[src/rtl/msx_rom_detect_pkg.sv]
// Shared encodings for MSX cartridge mapper detection: mapper codes, SRAM sizes,
// score indices and the store-address classifier.
package msx_rom_detect_pkg;

    localparam logic [5:0] MAPPER_NO_UNKNOWN = 6'd0;
    localparam logic [5:0] MAPPER_LINEAR64   = 6'd1;
    localparam logic [5:0] MAPPER_KONAMI     = 6'd2;
    localparam logic [5:0] MAPPER_KONAMISCC  = 6'd3;
    localparam logic [5:0] MAPPER_ASCII8     = 6'd4;
    localparam logic [5:0] MAPPER_ASCII16    = 6'd5;

    localparam logic [2:0] SRAM_NONE = 3'd0;
    localparam logic [2:0] SRAM_1K   = 3'd1;
    localparam logic [2:0] SRAM_2K   = 3'd2;
    localparam logic [2:0] SRAM_4K   = 3'd3;
    localparam logic [2:0] SRAM_8K   = 3'd4;
    localparam logic [2:0] SRAM_16K  = 3'd5;
    localparam logic [2:0] SRAM_32K  = 3'd6;

    localparam logic [7:0]  OP_LD_NN_A       = 8'h32;
    localparam logic [7:0]  OP_LD_A_N        = 8'h3E;
    localparam logic [24:0] LINEAR_MAX_BYTES = 25'd65536;
    localparam int          NUM_SCORES       = 4;

    typedef enum logic [1:0] {
        SCORE_KONAMI,
        SCORE_KONAMISCC,
        SCORE_ASCII8,
        SCORE_ASCII16
    } mapper_score_t;

    typedef enum logic [1:0] {
        PS_IDLE,
        PS_LDA,
        PS_ST_LO,
        PS_ST_HI
    } parse_state_t;

    // Tie-break order: earlier entries win when scores are equal.
    localparam mapper_score_t SCORE_PRIO [NUM_SCORES] =
        '{SCORE_KONAMISCC, SCORE_KONAMI, SCORE_ASCII16, SCORE_ASCII8};

    function automatic logic [NUM_SCORES-1:0] classify_addr(input logic [15:0] addr);
        logic [NUM_SCORES-1:0] hits;
        hits = '0;
        hits[SCORE_KONAMI]    = (addr == 16'h4000) || (addr == 16'h6000) ||
                                (addr == 16'h8000) || (addr == 16'hA000);
        hits[SCORE_KONAMISCC] = (addr == 16'h5000) || (addr == 16'h7000) ||
                                (addr == 16'h9000) || (addr == 16'hB000);
        hits[SCORE_ASCII8]    = (addr == 16'h6000) || (addr == 16'h6800) ||
                                (addr == 16'h7000) || (addr == 16'h7800);
        hits[SCORE_ASCII16]   = (addr == 16'h6000) || (addr == 16'h7000) ||
                                (addr == 16'h77FF);
        return hits;
    endfunction

    function automatic logic [5:0] mapper_code(input mapper_score_t sel);
        case (sel)
            SCORE_KONAMI:    return MAPPER_KONAMI;
            SCORE_KONAMISCC: return MAPPER_KONAMISCC;
            SCORE_ASCII8:    return MAPPER_ASCII8;
            SCORE_ASCII16:   return MAPPER_ASCII16;
            default:         return MAPPER_NO_UNKNOWN;
        endcase
    endfunction

endpackage

[src/rtl/msx_rom_store_parser.sv]
// Tracks Z80 "LD A,n" and "LD (nn),A" in the downloaded byte stream and reports
// each completed store address together with the last loaded immediate.
module msx_rom_store_parser
    import msx_rom_detect_pkg::*;
(
    input  logic        clk,
    input  logic        reset,
    input  logic        clear,
    input  logic        wr,
    input  logic [7:0]  data,
    output logic        st_vld,
    output logic [15:0] st_addr,
    output logic        imm_vld,
    output logic [7:0]  imm
);

    parse_state_t state, state_next;
    logic [7:0]   lo, lo_next, imm_next;
    logic         imm_vld_next;

    always_ff @(posedge clk) begin
        if (reset || clear) begin
            state   <= PS_IDLE;
            lo      <= '0;
            imm     <= '0;
            imm_vld <= 1'b0;
        end else begin
            state   <= state_next;
            lo      <= lo_next;
            imm     <= imm_next;
            imm_vld <= imm_vld_next;
        end
    end

    // Operand bytes are never re-examined as opcodes, so no re-sync on 0x32.
    always_comb begin
        state_next   = state;
        lo_next      = lo;
        imm_next     = imm;
        imm_vld_next = imm_vld;
        st_vld       = 1'b0;
        st_addr      = {data, lo};
        if (wr) begin
            case (state)
                PS_IDLE: begin
                    if (data == OP_LD_NN_A) begin
                        state_next = PS_ST_LO;
                    end else begin
                        imm_vld_next = 1'b0;
                        if (data == OP_LD_A_N) state_next = PS_LDA;
                    end
                end
                PS_LDA: begin
                    imm_next     = data;
                    imm_vld_next = 1'b1;
                    state_next   = PS_IDLE;
                end
                PS_ST_LO: begin
                    lo_next    = data;
                    state_next = PS_ST_HI;
                end
                PS_ST_HI: begin
                    st_vld       = 1'b1;
                    imm_vld_next = 1'b0;
                    state_next   = PS_IDLE;
                end
                default: state_next = PS_IDLE;
            endcase
        end
    end

endmodule

[src/rtl/msx_rom_detect.sv]
// Scores bank-register stores seen during a cartridge download and registers a
// mapper / SRAM-size verdict one clock after rom_done.
module msx_rom_detect
    import msx_rom_detect_pkg::*;
#(
    parameter int HIT_MIN = 2,
    parameter int SCORE_W = 8
) (
    input  logic       clk,
    input  logic       reset,
    input  logic       rom_start,
    input  logic       rom_wr,
    input  logic [7:0] rom_data,
    input  logic       rom_done,
    output logic [5:0] mapper_detected,
    output logic [2:0] sram_size_detected,
    output logic       detect_valid
);

    localparam logic [SCORE_W-1:0] SCORE_MAX  = '1;
    localparam logic [SCORE_W-1:0] HIT_THRESH = SCORE_W'(HIT_MIN);
    localparam logic [24:0]        CNT_MAX    = '1;

    logic                  byte_wr;
    logic                  st_vld, imm_vld;
    logic [15:0]           st_addr;
    logic [7:0]            imm;
    logic [NUM_SCORES-1:0] hits;
    logic [SCORE_W-1:0]    score [NUM_SCORES];
    logic [SCORE_W-1:0]    score_next [NUM_SCORES];
    logic [24:0]           byte_cnt, byte_cnt_next;
    logic                  sram_hit, sram_hit_next;
    logic                  found;
    logic [SCORE_W-1:0]    best;
    mapper_score_t         win_sel;
    logic [5:0]            mapper_verdict;
    logic [2:0]            sram_verdict;

    // A byte arriving with rom_start belongs to no download and is dropped.
    assign byte_wr = rom_wr && !rom_start;

    msx_rom_store_parser u_parser (
        .clk     (clk),
        .reset   (reset),
        .clear   (rom_start || rom_done),
        .wr      (byte_wr),
        .data    (rom_data),
        .st_vld  (st_vld),
        .st_addr (st_addr),
        .imm_vld (imm_vld),
        .imm     (imm)
    );

    always_comb begin
        hits = st_vld ? classify_addr(st_addr) : '0;
        for (int i = 0; i < NUM_SCORES; i++) begin
            score_next[i] = (hits[i] && score[i] != SCORE_MAX) ? score[i] + 1'b1 : score[i];
        end
        byte_cnt_next = (byte_wr && byte_cnt != CNT_MAX) ? byte_cnt + 25'd1 : byte_cnt;
        sram_hit_next = sram_hit ||
                        (imm_vld && imm[7] && (hits[SCORE_ASCII8] || hits[SCORE_ASCII16]));
    end

    // Verdict uses next-state values so a byte coinciding with rom_done counts.
    always_comb begin
        found   = 1'b0;
        best    = '0;
        win_sel = SCORE_KONAMI;
        for (int k = 0; k < NUM_SCORES; k++) begin
            if (score_next[SCORE_PRIO[k]] >= HIT_THRESH &&
                (!found || score_next[SCORE_PRIO[k]] > best)) begin
                found   = 1'b1;
                best    = score_next[SCORE_PRIO[k]];
                win_sel = SCORE_PRIO[k];
            end
        end
        sram_verdict = SRAM_NONE;
        if (!found) begin
            mapper_verdict = (byte_cnt_next <= LINEAR_MAX_BYTES) ? MAPPER_LINEAR64 : MAPPER_NO_UNKNOWN;
        end else begin
            mapper_verdict = mapper_code(win_sel);
            if (sram_hit_next && win_sel == SCORE_ASCII8)  sram_verdict = SRAM_8K;
            if (sram_hit_next && win_sel == SCORE_ASCII16) sram_verdict = SRAM_2K;
        end
    end

    always_ff @(posedge clk) begin
        if (reset || rom_start) begin
            for (int i = 0; i < NUM_SCORES; i++) score[i] <= '0;
            byte_cnt           <= '0;
            sram_hit           <= 1'b0;
            mapper_detected    <= MAPPER_NO_UNKNOWN;
            sram_size_detected <= SRAM_NONE;
            detect_valid       <= 1'b0;
        end else begin
            for (int i = 0; i < NUM_SCORES; i++) score[i] <= score_next[i];
            byte_cnt <= byte_cnt_next;
            sram_hit <= sram_hit_next;
            if (rom_done) begin
                mapper_detected    <= mapper_verdict;
                sram_size_detected <= sram_verdict;
                detect_valid       <= 1'b1;
            end
        end
    end

endmodule
[config.mk]
export PLATFORM = sky130hd
export DESIGN_NAME = msx_rom_detect
export DESIGN_NICKNAME = d
export VERILOG_FILES = /design/src/rtl/msx_rom_detect_pkg.sv /design/src/rtl/msx_rom_store_parser.sv /design/src/rtl/msx_rom_detect.sv
export SDC_FILE = /design/constraint.sdc
export NUM_CORES = 1
export LEC_CHECK = 0
export CORE_AREA = 2 2 86 120
export CTS_BUF_LIST = sky130_fd_sc_hd__clkbuf_16
export DETAILED_ROUTE_END_ITERATION = 16
export DIE_AREA = 0 0 88 122
export PLACE_DENSITY = 0.76
export RECOVER_POWER = 50
export SLEW_MARGIN = 0
export SYNTH_ARGS = -nofsm -noshare
export SYNTH_HDL_FRONTEND = slang
export SYNTH_SLANG_ARGS = --single-unit
[constraint.sdc]
create_clock -name clk -period 8.58 [get_ports clk]
set_input_delay 2.574 -clock clk [delete_from_list [all_inputs] [get_ports clk]]
set_output_delay 2.574 -clock clk [all_outputs]
set_load 0.02 [all_outputs]
==> metrics.txt <==
I/O Pins=23; Worst Min Path Start=u_parser.imm[7]; Routed WL per cell=17.1 µm; initial antenna violation count=0; failing checks=max-capacitance violations, max-slew violations; worst slew pin tran=2960 ps; drt first pass iters=5; Worst Hold End=u_parser.imm[7]; Tot GR Track Use=26.8%; area growth from synthesis to layout=24.6%; # diodes=0; Pwr Total=760 µW; WHS=488 ps; Clk Latency, worst-skew pair=340 ps; Avg Inst Size Synth=8.52 µm²; Max stage delay cell, worst path=a221oi_2; Row Count=43; TritonCTS clock tree=done; nets=734; flops & latches, synth=76; sequential share of the synthesized area=28.8%; largest family of logic cells by synthesized area=simple AND/OR/NAND/NOR gates; Core ar.=9740 µm²; path type of the worst setup path=in2reg; Worst Setup Start Kind=input port; total CTS buffers=9; number of setup violations in the final report=0; slowest stage delay, CP=380 ps; asr flop ratio synth=0%; post-synth cell types=76; final wirelength=14200 µm; IO Port Bufs=18; H-Tree Depth=3; final core utilization=67.7%; Fin. Hold Viols=0; Syn Inst Count=621; HPWL after DPL=10400 µm; reg2reg path depth=31; Filler cells=718; Worst slew margin=-97.1%; starting density of the core=54.3%; clock sinks=76; post-route minimum period=8400 ps; worst reg-to-reg setup slack=2050 ps; die height=122 µm; Simple-Gate Fraction of Synth Area=31.1%; HP Class=reg2reg; Static Leak=2.65 nW; CP Max Fanout=9; Main synth FF type=dfxtp_1; most used cell along the critical path=o21a_1; GR Overflow Total=0; pin count of the biggest net entering global routing=50; CTS clk-pin slew, worst paths=60 ps; Crit path required time=8810 ps; multi-input logic area=3860 µm²; Max Freq=119 MHz; Bufs on Longest Clock Path=2; clk root buf=clkbuf_16; worst hold path stage count=2; Pins Over Slew Limit=50; cell area power density=115 nW/µm²; Register Area=1520 µm²; RR Endpoint=mapper_detected[0]; mux share of post-synthesis cell area=7.12%; adder-cell share of the synthesized area=6.86%; die area=10700 µm²; hold buffer count at cts=0; layout cell share with drive strength beyond 1=21.4%; vias=5019; DRC violations left=0; RD Place Congestion=0.939; clock skew=8.70 ps; maxcap violations=1; Avg Vias per Cell=6.04; reg-to-reg critical path startpoint=u_parser.lo[3]; first-pass GRT wire length=22800 µm; DRT iter0 DRCs=305; Compound-Gate Fraction of Synth Area=13.2%; Die W=88 µm; crit path DAT=8630 ps; antenna viol nets, final=0; mapped cell area=5290 µm²; Tcrit/Tclk final=97.9%; vias in the first global route=4956; Synth Area in XOR/XNOR=9.11%; CP endpoint kind=flip-flop; Syn. warnings=0; Post-synth EDFFs=0; Peak VDD IR=0.105 mV; status=complete, but fails checks
## final cells by class
| type | instances | share of cell area (%) |
|---|---|---|
| Clock buffer | 9 | 3.42 |
| Clock inverter | 6 | 0.873 |
| Inverter | 16 | 0.911 |
| Multi-Input combinational cell | 504 | 58.6 |
| Sequential cell | 76 | 23.1 |
| Tap cell | 135 | 2.56 |
| Timing Repair Buffer | 85 | 10.5 |
## flip-flops by register name, indices dropped and copies added (netlist names)
name                cells
score                  32
byte_cnt               25
u_parser.lo             8
mapper_detected         3
sram_size_detected      2
u_parser.state          2
detect_valid            1
sram_hit                1
u_parser.imm            1
u_parser.imm_vld        1
## layer usage
metal | share of wire (%) | up-vias | track usage (%)
met5 | 0 | - | 0
met3 | 3.9 | 44 | 4.20
met2 | 54 | 162 | 48.6
met4 | 3.5 | 0 | 13.8
li1 | - | 2406 | -
met1 | 39 | 2407 | 29.3
## report_power, final
part	total (mW)	internal [mW]	switching [mW]
combinational	0.0385	0.0146	0.0239
clock	0.367	0.221	0.146
sequential	0.354	0.354	0.000661
## layout by cell type, fill, tap and decap left out, types with 5 or more instances in the layout
cell and n:
xnor2_1 32, nand4_1 24, ha_1 23, nand2_1 33, mux2i_1 20, nor4_4 7
nor2b_1 5, nor3_1 13, o21ai_0 7, dfxtp_1 76, a21oi_1 8, inv_1 16
nand2b_1 6, xor2_1 17, dlygate4sd3_1 7, dlymetal6s2s_1 6, nor2_1 81, ha_4 6
clkbuf_16 9, nor3b_1 5, and3_1 14, nand3_1 31, and2_1 18, or3_1 5
a21o_1 5, o21a_1 14, buf_4 65, mux2_4 10, nand4b_1 5, and4_1 10
o211ai_1 7
## worst max-delay path, delay by kind of cell
family,cells,cell delay [ps]
adders and majority gates,3,730
AOI/OAI and AO/OA,18,2910
buffers and inverters,4,670
muxes,2,640
and+or+nand+nor,6,1090
## what timing repair did
action	CTS	global route
setup endpoints to repair	5	5
setup buffers	7	5
pin swaps	9	23
gates resized for setup	20	37
## cell usage after synthesis, types with 6 or more instances
master | number | area, µm²
nand4_1 | 24 | 150
dfxtp_1 | 76 | 1520
mux2_4 | 8 | 120
and2_1 | 19 | 119
nand3_1 | 33 | 165
o21a_1 | 15 | 113
xnor2_1 | 34 | 298
nor2_1 | 83 | 312
a21oi_1 | 11 | 55.1
nand2_1 | 34 | 128
xor2_1 | 21 | 184
clkbuf_1 | 14 | 52.6
and3_1 | 14 | 87.6
o211ai_1 | 7 | 52.6
nand2b_1 | 6 | 37.5
nor2b_1 | 7 | 43.8
mux2i_1 | 20 | 200
ha_1 | 29 | 363
and4_1 | 10 | 87.6
o21ai_0 | 8 | 40.0
inv_1 | 16 | 60.1
nor3_1 | 14 | 70.1
## how the worst max path moves through the flow
stage	from	end	slack, ps
after CTS	rom_start	mapper_detected[1]	0.5
after global placement	rom_data[1]	sram_size_detected[1]	-410
after global routing	rom_data[0]	mapper_detected[1]	-80
final	rom_data[0]	mapper_detected[0]	180
after detailed placement	rom_data[1]	mapper_detected[1]	-660
after floorplan	rom_data[1]	mapper_detected[1]	10
## per-stage QoR
| stage | worst slack, ps | instance area (µm²) | TNS, ps | cells |
|---|---|---|---|---|
| floorplan | 11.3 | 5320 | 0 | 624 |
| finish | 179 | 6590 | 0 | 831 |
| global placement | -410 | 5940 | -1930 | 804 |
| global route | -75.1 | 6590 | -169 | 831 |
| detailed placement | -656 | 5940 | -3100 | 804 |
| CTS | 0.511 | 6370 | 0 | 826 |
## kinds of logic (layout without fill, tap and decap cells)
family / count (synthesis) / in the layout
AND/OR/NAND/NOR: 291 / 291
multiplexers: 33 / 33
XOR/XNOR: 55 / 55
adder cells (fa/ha/maj): 29 / 29
AO/OA/AOI/OAI: 92 / 92
buffers and inverters: 44 / 116
flip-flops: 76 / 76
other: 1 / 4
No activity file was read; power rests on OpenSTA's default activity.
